===== src/rtl/bcd_display_scan_pkg.sv =====
// Shared constants, segment encodings and the BCD-to-segment helper for the
// stopwatch display scanner.
package disp_pkg;

  localparam int unsigned NUM_DIGITS = 4;
  localparam int unsigned DIGIT_W    = 4;

  typedef logic [6:0] seg_t;  // {g,f,e,d,c,b,a}, active-high

  localparam seg_t SEG_0    = 7'h3F;
  localparam seg_t SEG_1    = 7'h06;
  localparam seg_t SEG_2    = 7'h5B;
  localparam seg_t SEG_3    = 7'h4F;
  localparam seg_t SEG_4    = 7'h66;
  localparam seg_t SEG_5    = 7'h6D;
  localparam seg_t SEG_6    = 7'h7D;
  localparam seg_t SEG_7    = 7'h07;
  localparam seg_t SEG_8    = 7'h7F;
  localparam seg_t SEG_9    = 7'h6F;
  localparam seg_t SEG_DASH = 7'h40;

  // Digit scan order: seconds units first, minutes tens last.
  typedef enum logic [1:0] {
    DIG_SU = 2'd0,
    DIG_ST = 2'd1,
    DIG_MU = 2'd2,
    DIG_MT = 2'd3
  } digit_e;

  function automatic seg_t bcd_to_seg(input logic [DIGIT_W-1:0] d);
    seg_t s;
    case (d)
      4'd0:    s = SEG_0;
      4'd1:    s = SEG_1;
      4'd2:    s = SEG_2;
      4'd3:    s = SEG_3;
      4'd4:    s = SEG_4;
      4'd5:    s = SEG_5;
      4'd6:    s = SEG_6;
      4'd7:    s = SEG_7;
      4'd8:    s = SEG_8;
      4'd9:    s = SEG_9;
      default: s = SEG_DASH;
    endcase
    return s;
  endfunction

endpackage


===== src/rtl/bcd_display_scan_if.sv =====
// Display-side bus: packed BCD input plus blanking, scanned anode/segment outputs.
interface bcd_display_scan_if;
  import disp_pkg::*;

  logic [NUM_DIGITS*DIGIT_W-1:0] Q;
  logic                          BLANK;
  logic [NUM_DIGITS-1:0]         AN;
  seg_t                          SEG;
  logic                          DP;
  logic                          FRAME;

  modport master (output Q, BLANK, input AN, SEG, DP, FRAME);
  modport slave  (input Q, BLANK, output AN, SEG, DP, FRAME);
endinterface


===== src/rtl/bcd_display_scan_seg_decode.sv =====
// Combinational BCD digit to seven-segment decoder; non-BCD codes show a dash.
module bcd_seg_decode
  import disp_pkg::*;
(
  input  logic [DIGIT_W-1:0] digit_i,
  output seg_t               seg_o
);
  always_comb seg_o = bcd_to_seg(digit_i);
endmodule


===== src/rtl/bcd_display_scan.sv =====
// Time-multiplexed 4-digit MM:SS seven-segment scanner with a per-frame input latch.
// Optional DP blinking is enabled by defining DISP_DP_BLINK_EN.
module bcd_display_scan
  import disp_pkg::*;
#(
  parameter int unsigned REFRESH_DIV = 4096,
  parameter bit          ACTIVE_LOW  = 1'b1
) (
  input  logic              clk,
  input  logic              RESET,
  bcd_display_scan_if.slave bus
);
  localparam int unsigned CNT_W = $clog2(REFRESH_DIV);
  localparam int unsigned LAT_W = NUM_DIGITS * DIGIT_W;

  logic [CNT_W-1:0]      cnt_q, cnt_d;
  digit_e                idx_q, idx_d;
  logic [LAT_W-1:0]      latch_q, latch_d;
  logic [NUM_DIGITS-1:0] an_q, an_d;
  seg_t                  seg_q, seg_d;
  logic                  dp_q, dp_d;
  logic                  frame_q, frame_d;
  logic                  tc, frame_end;
  logic [DIGIT_W-1:0]    digit;
  logic [NUM_DIGITS-1:0] an_sel;
  logic                  dp_en;

  assign tc        = (cnt_q == CNT_W'(REFRESH_DIV - 1));
  assign frame_end = tc && (idx_q == DIG_MT);

  always_comb begin
    cnt_d   = tc ? '0 : cnt_q + 1'b1;
    idx_d   = tc ? digit_e'(idx_q + 2'd1) : idx_q;
    latch_d = frame_end ? bus.Q : latch_q;
    frame_d = frame_end;
  end

  always_comb begin
    digit  = '0;
    an_sel = '0;
    case (idx_q)
      DIG_SU: begin digit = latch_q[3:0];   an_sel = 4'b0001; end
      DIG_ST: begin digit = latch_q[7:4];   an_sel = 4'b0010; end
      DIG_MU: begin digit = latch_q[11:8];  an_sel = 4'b0100; end
      DIG_MT: begin
        digit  = latch_q[15:12];
        an_sel = (latch_q[15:12] == 4'd0) ? 4'b0000 : 4'b1000;
      end
      default: ;
    endcase
  end

  bcd_seg_decode u_dec (
    .digit_i (digit),
    .seg_o   (seg_d)
  );

`ifdef DISP_DP_BLINK_EN
  // Toggle whenever a frame reload brings a new seconds-units value.
  logic blink_q;
  always_ff @(posedge clk) begin
    if (RESET) begin
      blink_q <= 1'b0;
    end else if (frame_end && (bus.Q[3:0] != latch_q[3:0])) begin
      blink_q <= ~blink_q;
    end
  end
  assign dp_en = blink_q;
`else
  assign dp_en = 1'b1;
`endif

  always_comb begin
    an_d = bus.BLANK ? '0 : an_sel;
    dp_d = (idx_q == DIG_MU) && dp_en;
  end

  always_ff @(posedge clk) begin
    if (RESET) begin
      cnt_q   <= '0;
      idx_q   <= DIG_SU;
      latch_q <= '0;
      an_q    <= '0;
      seg_q   <= '0;
      dp_q    <= 1'b0;
      frame_q <= 1'b0;
    end else begin
      cnt_q   <= cnt_d;
      idx_q   <= idx_d;
      latch_q <= latch_d;
      an_q    <= an_d;
      seg_q   <= seg_d;
      dp_q    <= dp_d;
      frame_q <= frame_d;
    end
  end

  assign bus.AN    = ACTIVE_LOW ? ~an_q  : an_q;
  assign bus.SEG   = ACTIVE_LOW ? ~seg_q : seg_q;
  assign bus.DP    = ACTIVE_LOW ? ~dp_q  : dp_q;
  assign bus.FRAME = frame_q;
endmodule


===== src/flat_wrapper.sv =====
// flat-port wrapper written by rule: the top's interface ports become plain ports
module bcd_display_scan_flat import disp_pkg::*;
#(
  parameter int unsigned REFRESH_DIV = 4096,
  parameter bit          ACTIVE_LOW  = 1'b1
)
  (clk, RESET, bus_Q, bus_BLANK, bus_AN, bus_SEG, bus_DP, bus_FRAME);
  bcd_display_scan_if bus_i ();
  input  logic clk;
  input  logic RESET;
  input wire logic [$bits(bus_i.Q)-1:0] bus_Q;
  input wire logic [$bits(bus_i.BLANK)-1:0] bus_BLANK;
  output wire logic [$bits(bus_i.AN)-1:0] bus_AN;
  output wire logic [$bits(bus_i.SEG)-1:0] bus_SEG;
  output wire logic [$bits(bus_i.DP)-1:0] bus_DP;
  output wire logic [$bits(bus_i.FRAME)-1:0] bus_FRAME;
  assign bus_i.Q = bus_Q;
  assign bus_i.BLANK = bus_BLANK;
  assign bus_AN = bus_i.AN;
  assign bus_SEG = bus_i.SEG;
  assign bus_DP = bus_i.DP;
  assign bus_FRAME = bus_i.FRAME;
  bcd_display_scan #(.REFRESH_DIV(REFRESH_DIV), .ACTIVE_LOW(ACTIVE_LOW)) u_core (.clk(clk), .RESET(RESET), .bus(bus_i));
endmodule

===== config.mk =====
export PLATFORM = sky130hd
export DESIGN_NAME = bcd_display_scan_flat
export DESIGN_NICKNAME = d
export VERILOG_FILES = /design/src/rtl/bcd_display_scan_pkg.sv /design/src/rtl/bcd_display_scan_if.sv /design/src/rtl/bcd_display_scan_seg_decode.sv /design/src/rtl/bcd_display_scan.sv /design/src/flat_wrapper.sv
export SDC_FILE = /design/constraint.sdc
export NUM_CORES = 1
export LEC_CHECK = 0
export CORE_ASPECT_RATIO = 0.8
export CORE_MARGIN = 3
export CORE_UTILIZATION = 45
export DETAILED_ROUTE_END_ITERATION = 6
export PLACE_DENSITY = 0.79
export SETUP_SLACK_MARGIN = 0.3
export SLEW_MARGIN = 15
export SYNTH_ARGS = -nofsm -noshare
export SYNTH_HDL_FRONTEND = slang
export SYNTH_SLANG_ARGS = --single-unit
export TNS_END_PERCENT = 1

===== constraint.sdc =====
create_clock -name clk -period 3.3 [get_ports clk]
set_input_delay 0.66 -clock clk [delete_from_list [all_inputs] [get_ports clk]]
set_output_delay 0.66 -clock clk [all_outputs]
set_load 0.05 [all_outputs]

==> out/metrics.csv <==
metric;value;unit
internal power contribution;0.751;mW
xor/xnor cell area share of the yosys netlist;0.0347;
post-CTS resize count;0;
final setup violation count;0;
synthesized area per cell;8.82;sq um
post-CTS setup repair buffer count;0;
area added between synthesis and finish;21.9;%
Sw Share;0.222;
post-CTS clock slew at the launch and capture registers of the worst setup and hold paths;0.08;ns
# Max-Cap Violations;0;
Logic pwr share;0.074;
pre-CTS WS;1.13;ns
total die area;5330;sq um
Die H;65.9;microns
fraction of the yosys area taken by sequential cells;0.426;
worst hold-check path type;register to register;
Min Clock Period, post-route;2.23;ns
buffers added on ports;31;
power spent charging and discharging nets;0.215;mW
residual DRC count;0;
detailed-placement wirelength estimate;3030;microns
Pre-antenna DRT Iters;4;
crit-path leading delay family;compound AO/OA/AOI/OAI gates;
Final Non-Filler Cells;317;
TritonCTS clock tree;built;
Data arrival, critical path;2.42;ns
weighted congestion at the end of routability-driven global placement;0.798;
initial antenna violation count;0;
sort of element at the start of the critical path;register;
fraction of the mapped netlist area in compound gates;0.164;
share of flip-flops with an asynchronous set or reset;0;
number of global-route vias before repair;1498;
effective utilization at floorplan;0.474;
Final Max Slew Viols;0;
total cell area at the placement stage;2360;sq um
post-synthesis share of cell area spent on and, or, nand and nor gates;0.178;
post-synth top area cell;dfxtp_1;
final worst path period share;0.675;
cell area after synthesis;2020;sq um
Num CTS Buffers;5;
WP data required;3.49;ns
part of the total power dissipated in the clock network;0.375;
Final Routed Wirelength;4150;microns
H-Tree Level Count;2;
post-route cell area;2460;sq um
worst-case headroom to the max-slew limit;0.348;
Clock Latency Late Sink;0.30;ns
Post-Syn Nets;261;
Tightest Pin Transition;0.970;ns
part of the power in registers;0.551;
P_leak;0.944;nW
multiplexer fraction of the synthesized cell area;0.0415;
synth top area cells;dfxtp_1 43%, ha_1 8.1%, a21oi_1 6.2%, nand3_1 5.9%, inv_1 4.5%;
CP max FO;5;
cell with the largest stage delay on the worst path;dfxtp_1;
pwr/cell area;393;nW/um^2
count of synthesis-stage warnings from yosys;0;
number of vias in the routed layout;1657;
maximum number of pins on one net before global-route repair;21;
worst voltage drop across the vdd grid;0.166;mV
number of instances in the placed design;309;
total congestion overflow after global routing;0;
number of buffers on the longest clock path;2;
vias per std cell;5.23;
arithmetic-cell share of the synthesized area counting full adders, half adders and majority gates;0.0805;
total number of placement rows;21;
number of nets in the layout;291;
# hold bufs at CTS;0;
final clock skew;0.00201;ns
global-route wire length before repair;7060;microns
Post-Synthesis Cells;229;
post-synth cell types;36;
RSZ-0062 raised after global routing;no;
routed wirelength normalized by instance count;13.1;microns
number of flops mapped to enable cells by yosys;0;
share of final-layout standard cells stronger than drive strength 1;0.0654;
Crit Path Category;register to register;
main combinational cell family by area after synthesis;simple AND/OR/NAND/NOR gates;
total of flip-flops plus latches after synthesis;43;
count of routing violations after the opening detailed-route iteration;220;
standard cell core area;4260;sq um
share of the synthesized area in the top cell type;0.426;
aggregate negative setup slack;0;ns
type of element capturing the critical path;register;
worst-path cell chain;inv_1, ha_1, a222oi_1, mux2i_1, ha_1, a211o_1, o211ai_1, a21oi_1;
ANT cells;0;
width of the chip;80.9;microns
total track usage;0.175;
clock sink count;43;
most used cell along the critical path;ha_1;
root buffer selected by CTS;clkbuf_8;
result of the run;finished, final reports clean;
Crit path buffers/inverters;1;
Antenna Violating Nets Remaining;0;
worst setup slack after layout;1.07;ns
Post-synth top flop;dfxtp_1;
I/O pin count;32;
layout filler cell count;387;
number of hold violations in the final report;0;
maximum frequency from static timing analysis;449;MHz
crit-path max cell delay;0.42;ns
==> worst register-to-register path, cell delays in order, from the launching register on <==
cell and delay, ns:
dfxtp_1 0.42, inv_1 0.11, ha_1 0.27, a222oi_1 0.36
mux2i_1 0.25, ha_1 0.25, a211o_1 0.27, o211ai_1 0.10
a21oi_1 0.08
==> Yosys cell counts, types with 4 or more instances <==
master     n
o21ai_0   10
nand2_1    8
nand3_1   24
ha_1      13
o21ai_1    8
clkbuf_1   6
nor4_1     4
nor2_1    13
xnor2_1    5
dfxtp_1   43
a21oi_1   25
inv_1     24
mux2i_1    5
a21o_1     5
==> path summary, 6_finish.rpt <==
kind              depth (start not counted)               from                 to  slack (ns)
setup / recovery                          8    u_core.idx_q[0]    u_core.seg_q[4]        1.07
hold / removal                            2  u_core.latch_q[7]  u_core.latch_q[7]        0.48
setup reg to reg                          8    u_core.idx_q[0]    u_core.seg_q[4]        1.07
hold reg to reg                           2  u_core.latch_q[7]  u_core.latch_q[7]        0.48
==> cells in the final DEF (no fill, tap or decap), types with 2 or more instances in the layout <==
master           instances
a21o_1                   5
a21oi_1                 25
a222oi_1                 3
and2_1                   3
buf_4                    3
clkbuf_8                 7
clkdlybuf4s50_1         31
dfxtp_1                 43
ha_1                    13
inv_1                   24
mux2_2                   3
mux2i_1                  5
nand2_1                  8
nand3_1                 24
nor2_1                  13
nor2b_1                  2
nor3_1                   2
nor4_1                   4
o21ai_0                 10
o21ai_1                  8
or3_1                    3
xnor2_1                  5
xor2_1                   3
==> cell families after synthesis <==
logic type      after synthesis
compound gates               57
xor+xnor                      8
mux                           8
flops                        43
fa+ha+maj                    13
simple gates                 65
buf+inv                      35
==> stage by stage <==
stage	hold slack, ns	power [mW]	utilization
2_1_floorplan	0.438	0.578	-
3_3_place_gp	0.459	0.615	0.555
3_5_place_dp	0.468	0.616	0.555
4_1_cts	0.476	0.972	0.578
5_1_grt	0.507	1.00	0.578
6_report	0.476	0.966	0.578
==> state kept, by name, summed over array words and instances, names as in the netlist <==
signal            count
u_core.idx_q          2
u_core.an_q           4
u_core.cnt_q         12
u_core.dp_q           1
u_core.seg_q          7
u_core.bus.FRAME      1
u_core.latch_q       16
==> metal layers <==
metal  vias to the layer above  wire length, microns  GRT usage
li1                        853                     -          -
met1                       738                  2080      0.255
met2                        59                  1720      0.238
met3                         7                   283     0.0381
met4                         0                    61     0.0907
met5                         -                     0          0
==> power by group through the flow <==
| stage | combinational (mW) | sequential [mW] | clock, mW |
|---|---|---|---|
| after floorplan | 0.0349 | 0.543 | 0 |
| after global placement | 0.0712 | 0.544 | 0 |
| after detailed placement | 0.0717 | 0.545 | 0 |
| after CTS | 0.0721 | 0.532 | 0.367 |
| after global routing | 0.0764 | 0.534 | 0.394 |
| final | 0.0715 | 0.532 | 0.362 |
==> layout make-up <==
cell class / count / area (sq um) / area share
Timing Repair Buffer: 34 / 333 / 0.135
Clock buffer: 8 / 100 / 0.0407
Sequential cell: 43 / 861 / 0.350
Tap cell: 57 / 71.3 / 0.0290
Inverter: 24 / 90.1 / 0.0366
Multi-Input combinational cell: 151 / 1010 / 0.409
No activity file was read; power rests on OpenSTA's default activity.
==> edit, RTL diff (same flow settings) <==
`REFRESH_DIV` is set to 4096 in 2 places; all go to 8192.
--- a/src/rtl/bcd_display_scan.sv
+++ b/src/rtl/bcd_display_scan.sv
@@ -3,7 +3,7 @@
 module bcd_display_scan
   import disp_pkg::*;
 #(
-  parameter int unsigned REFRESH_DIV = 4096,
+  parameter int unsigned REFRESH_DIV = 8192,
   parameter bit          ACTIVE_LOW  = 1'b1
 ) (
   input  logic              clk,
--- a/src/flat_wrapper.sv
+++ b/src/flat_wrapper.sv
@@ -1,7 +1,7 @@
 // flat-port wrapper written by rule: the top's interface ports become plain ports
 module bcd_display_scan_flat import disp_pkg::*;
 #(
-  parameter int unsigned REFRESH_DIV = 4096,
+  parameter int unsigned REFRESH_DIV = 8192,
   parameter bit          ACTIVE_LOW  = 1'b1
 )
   (clk, RESET, bus_Q, bus_BLANK, bus_AN, bus_SEG, bus_DP, bus_FRAME);
Formal check against the unedited RTL: same outputs for any inputs over 10 cycles, from zero or initial values and one cycle with RESET high; that may be too few to reach the edited logic, so the function may still have changed.
==> edit against the unedited design <==
- cell area increased by 5.6%
- hold slack got worse by 0.024 ns
- sequential cell count increased by 1
- non-clock buffer count decreased by 1
- core utilization decreased by 1.9 points
- highest routed layer unchanged
- power decreased by 0.72%
- synthesized area increased by 8.7%
- count of clock-buffer cells in the layout decreased by 2
- largest power group unchanged
- largest cell class unchanged
- sequential share of layout area decreased by 1.1 points
- die area increased by 7.9%
- routed wire length increased by 4.7%
- setup slack got worse by 0.15 ns
- critical path type unchanged
==> edit: results (changes against the unedited design) <==
metric,value,unit,change
outcome,completed,,
avgRoutedWirePerCell,13.4,µm,+2.5%
critical_path_peak_fanout,6,,+1
synth_common_cells,"dfxtp_1, inv_1, a21oi_1, nor2_1, nand4_1",,
hpwlAfterDp,3.07,mm,+1.4%
syn-num-nets,269,,+3.1%
fin_nets,295,,+1.4%
fill_cells,416,,+7.5%
vdd_drop_max,0.000155,V,-6.9%
skew,0.00631,ns,+0.00430 ns
crit_arrival,2.58,ns,+0.16 ns
rr_worst_depth,9,,+1
ys_types,37,,+2.8%
drive_above_1_share,9.09,%,+2.6 points
grt_pass1_vias,1541,,+2.9%
place_congestion,0.817,,+2.4%
drt_iter0_drc,136,,-38%
viasPerCell,5.44,,+4.1%
grt_usage,16.0,%,-1.5 points
multi_input_comb_area,1140,µm²,+13%
grt_pass1_wl,7.22,mm,+2.3%
dpl_cell_area,2510,µm²,+6.2%
seq_area_frac_synth,40.1,%,-2.5 points
dp_slack,0.963,ns,-0.166 ns
synthTopCellsByArea,"dfxtp_1, ha_1, a21oi_1",,
top_regs,"u_core.latch_q (16), u_core.cnt_q (13), u_core.seg_q (7)",,
-- edit: changes by cell type in the layout (fill, tap and decap cells not counted), moves of 5 or more --
cell,unedited run,this run
a21oi_1,25,20
o31ai_1,0,8
nand3_1,24,8
o21ai_1,8,0
nand4_1,1,16
o21ai_0,10,3
o31ai_2,0,7
-- edit: cells by family (layout without fill, tap and decap cells) --
group	after synthesis	count (layout)	synth area share [%]
AOI/OAI and AO/OA	50	50	16.5
DFF	44	44	40.1
xor gates and xnor gates	11	11	4.39
and+or+nand+nor	72	72	19.2
adders and majority gates	13	13	7.41
muxes	9	9	4.28
buffers and inverters	38	65	8.10
-- edit: path summary, 6_finish.rpt --
kind / endpoint / slack, ns
setup / recovery: u_core.seg_q[3] / 0.93
hold / removal: u_core.cnt_q[0] / 0.45
setup reg to reg: u_core.seg_q[3] / 0.93
hold reg to reg: u_core.cnt_q[0] / 0.45
-- edit: where the power goes --
part | switching, mW | internal (mW)
clock network | 0.181 | 0.167
registers | 0.00327 | 0.538
logic | 0.0353 | 0.0344
-- edit: area by class of cell --
cell class / instances / share of cell area, %
clock buffer: 6 / 3.18
tap: 60 / 2.89
clock inverter: 2 / 0.385
sequential: 44 / 33.9
inverter: 24 / 3.46
timing repair buffer: 33 / 12.5
multi-input combinational: 155 / 43.7
-- edit: layer usage --
| metal | vias up | share of wire [%] | track usage [%] |
|---|---|---|---|
| li1 | 890 | - | - |
| met1 | 838 | 45 | 19.5 |
| met2 | 29 | 48 | 26.3 |
| met3 | 6 | 5.2 | 5.29 |
| met4 | 0 | 1.7 | 6.63 |
| met5 | - | 0 | 0 |
-- edit: worst max-delay path, stage by stage (launching register included) --
cell and delay [ns]:
dfxtp_1 0.41, inv_1 0.12, ha_1 0.29, a222oi_1 0.41, mux2_2 0.32, inv_1 0.09, ha_1 0.29, inv_1 0.08
mux2i_1 0.07, a21o_1 0.19
-- edit: metrics by stage --
stage          cells  hold slack, ns  total power [mW]
4_1_cts          324           0.457             0.969
5_1_grt          324           0.487              1.00
2_1_floorplan    237           0.418             0.589
3_5_place_dp     316           0.442             0.625
6_report         324           0.452             0.959
3_3_place_gp     316           0.428             0.624
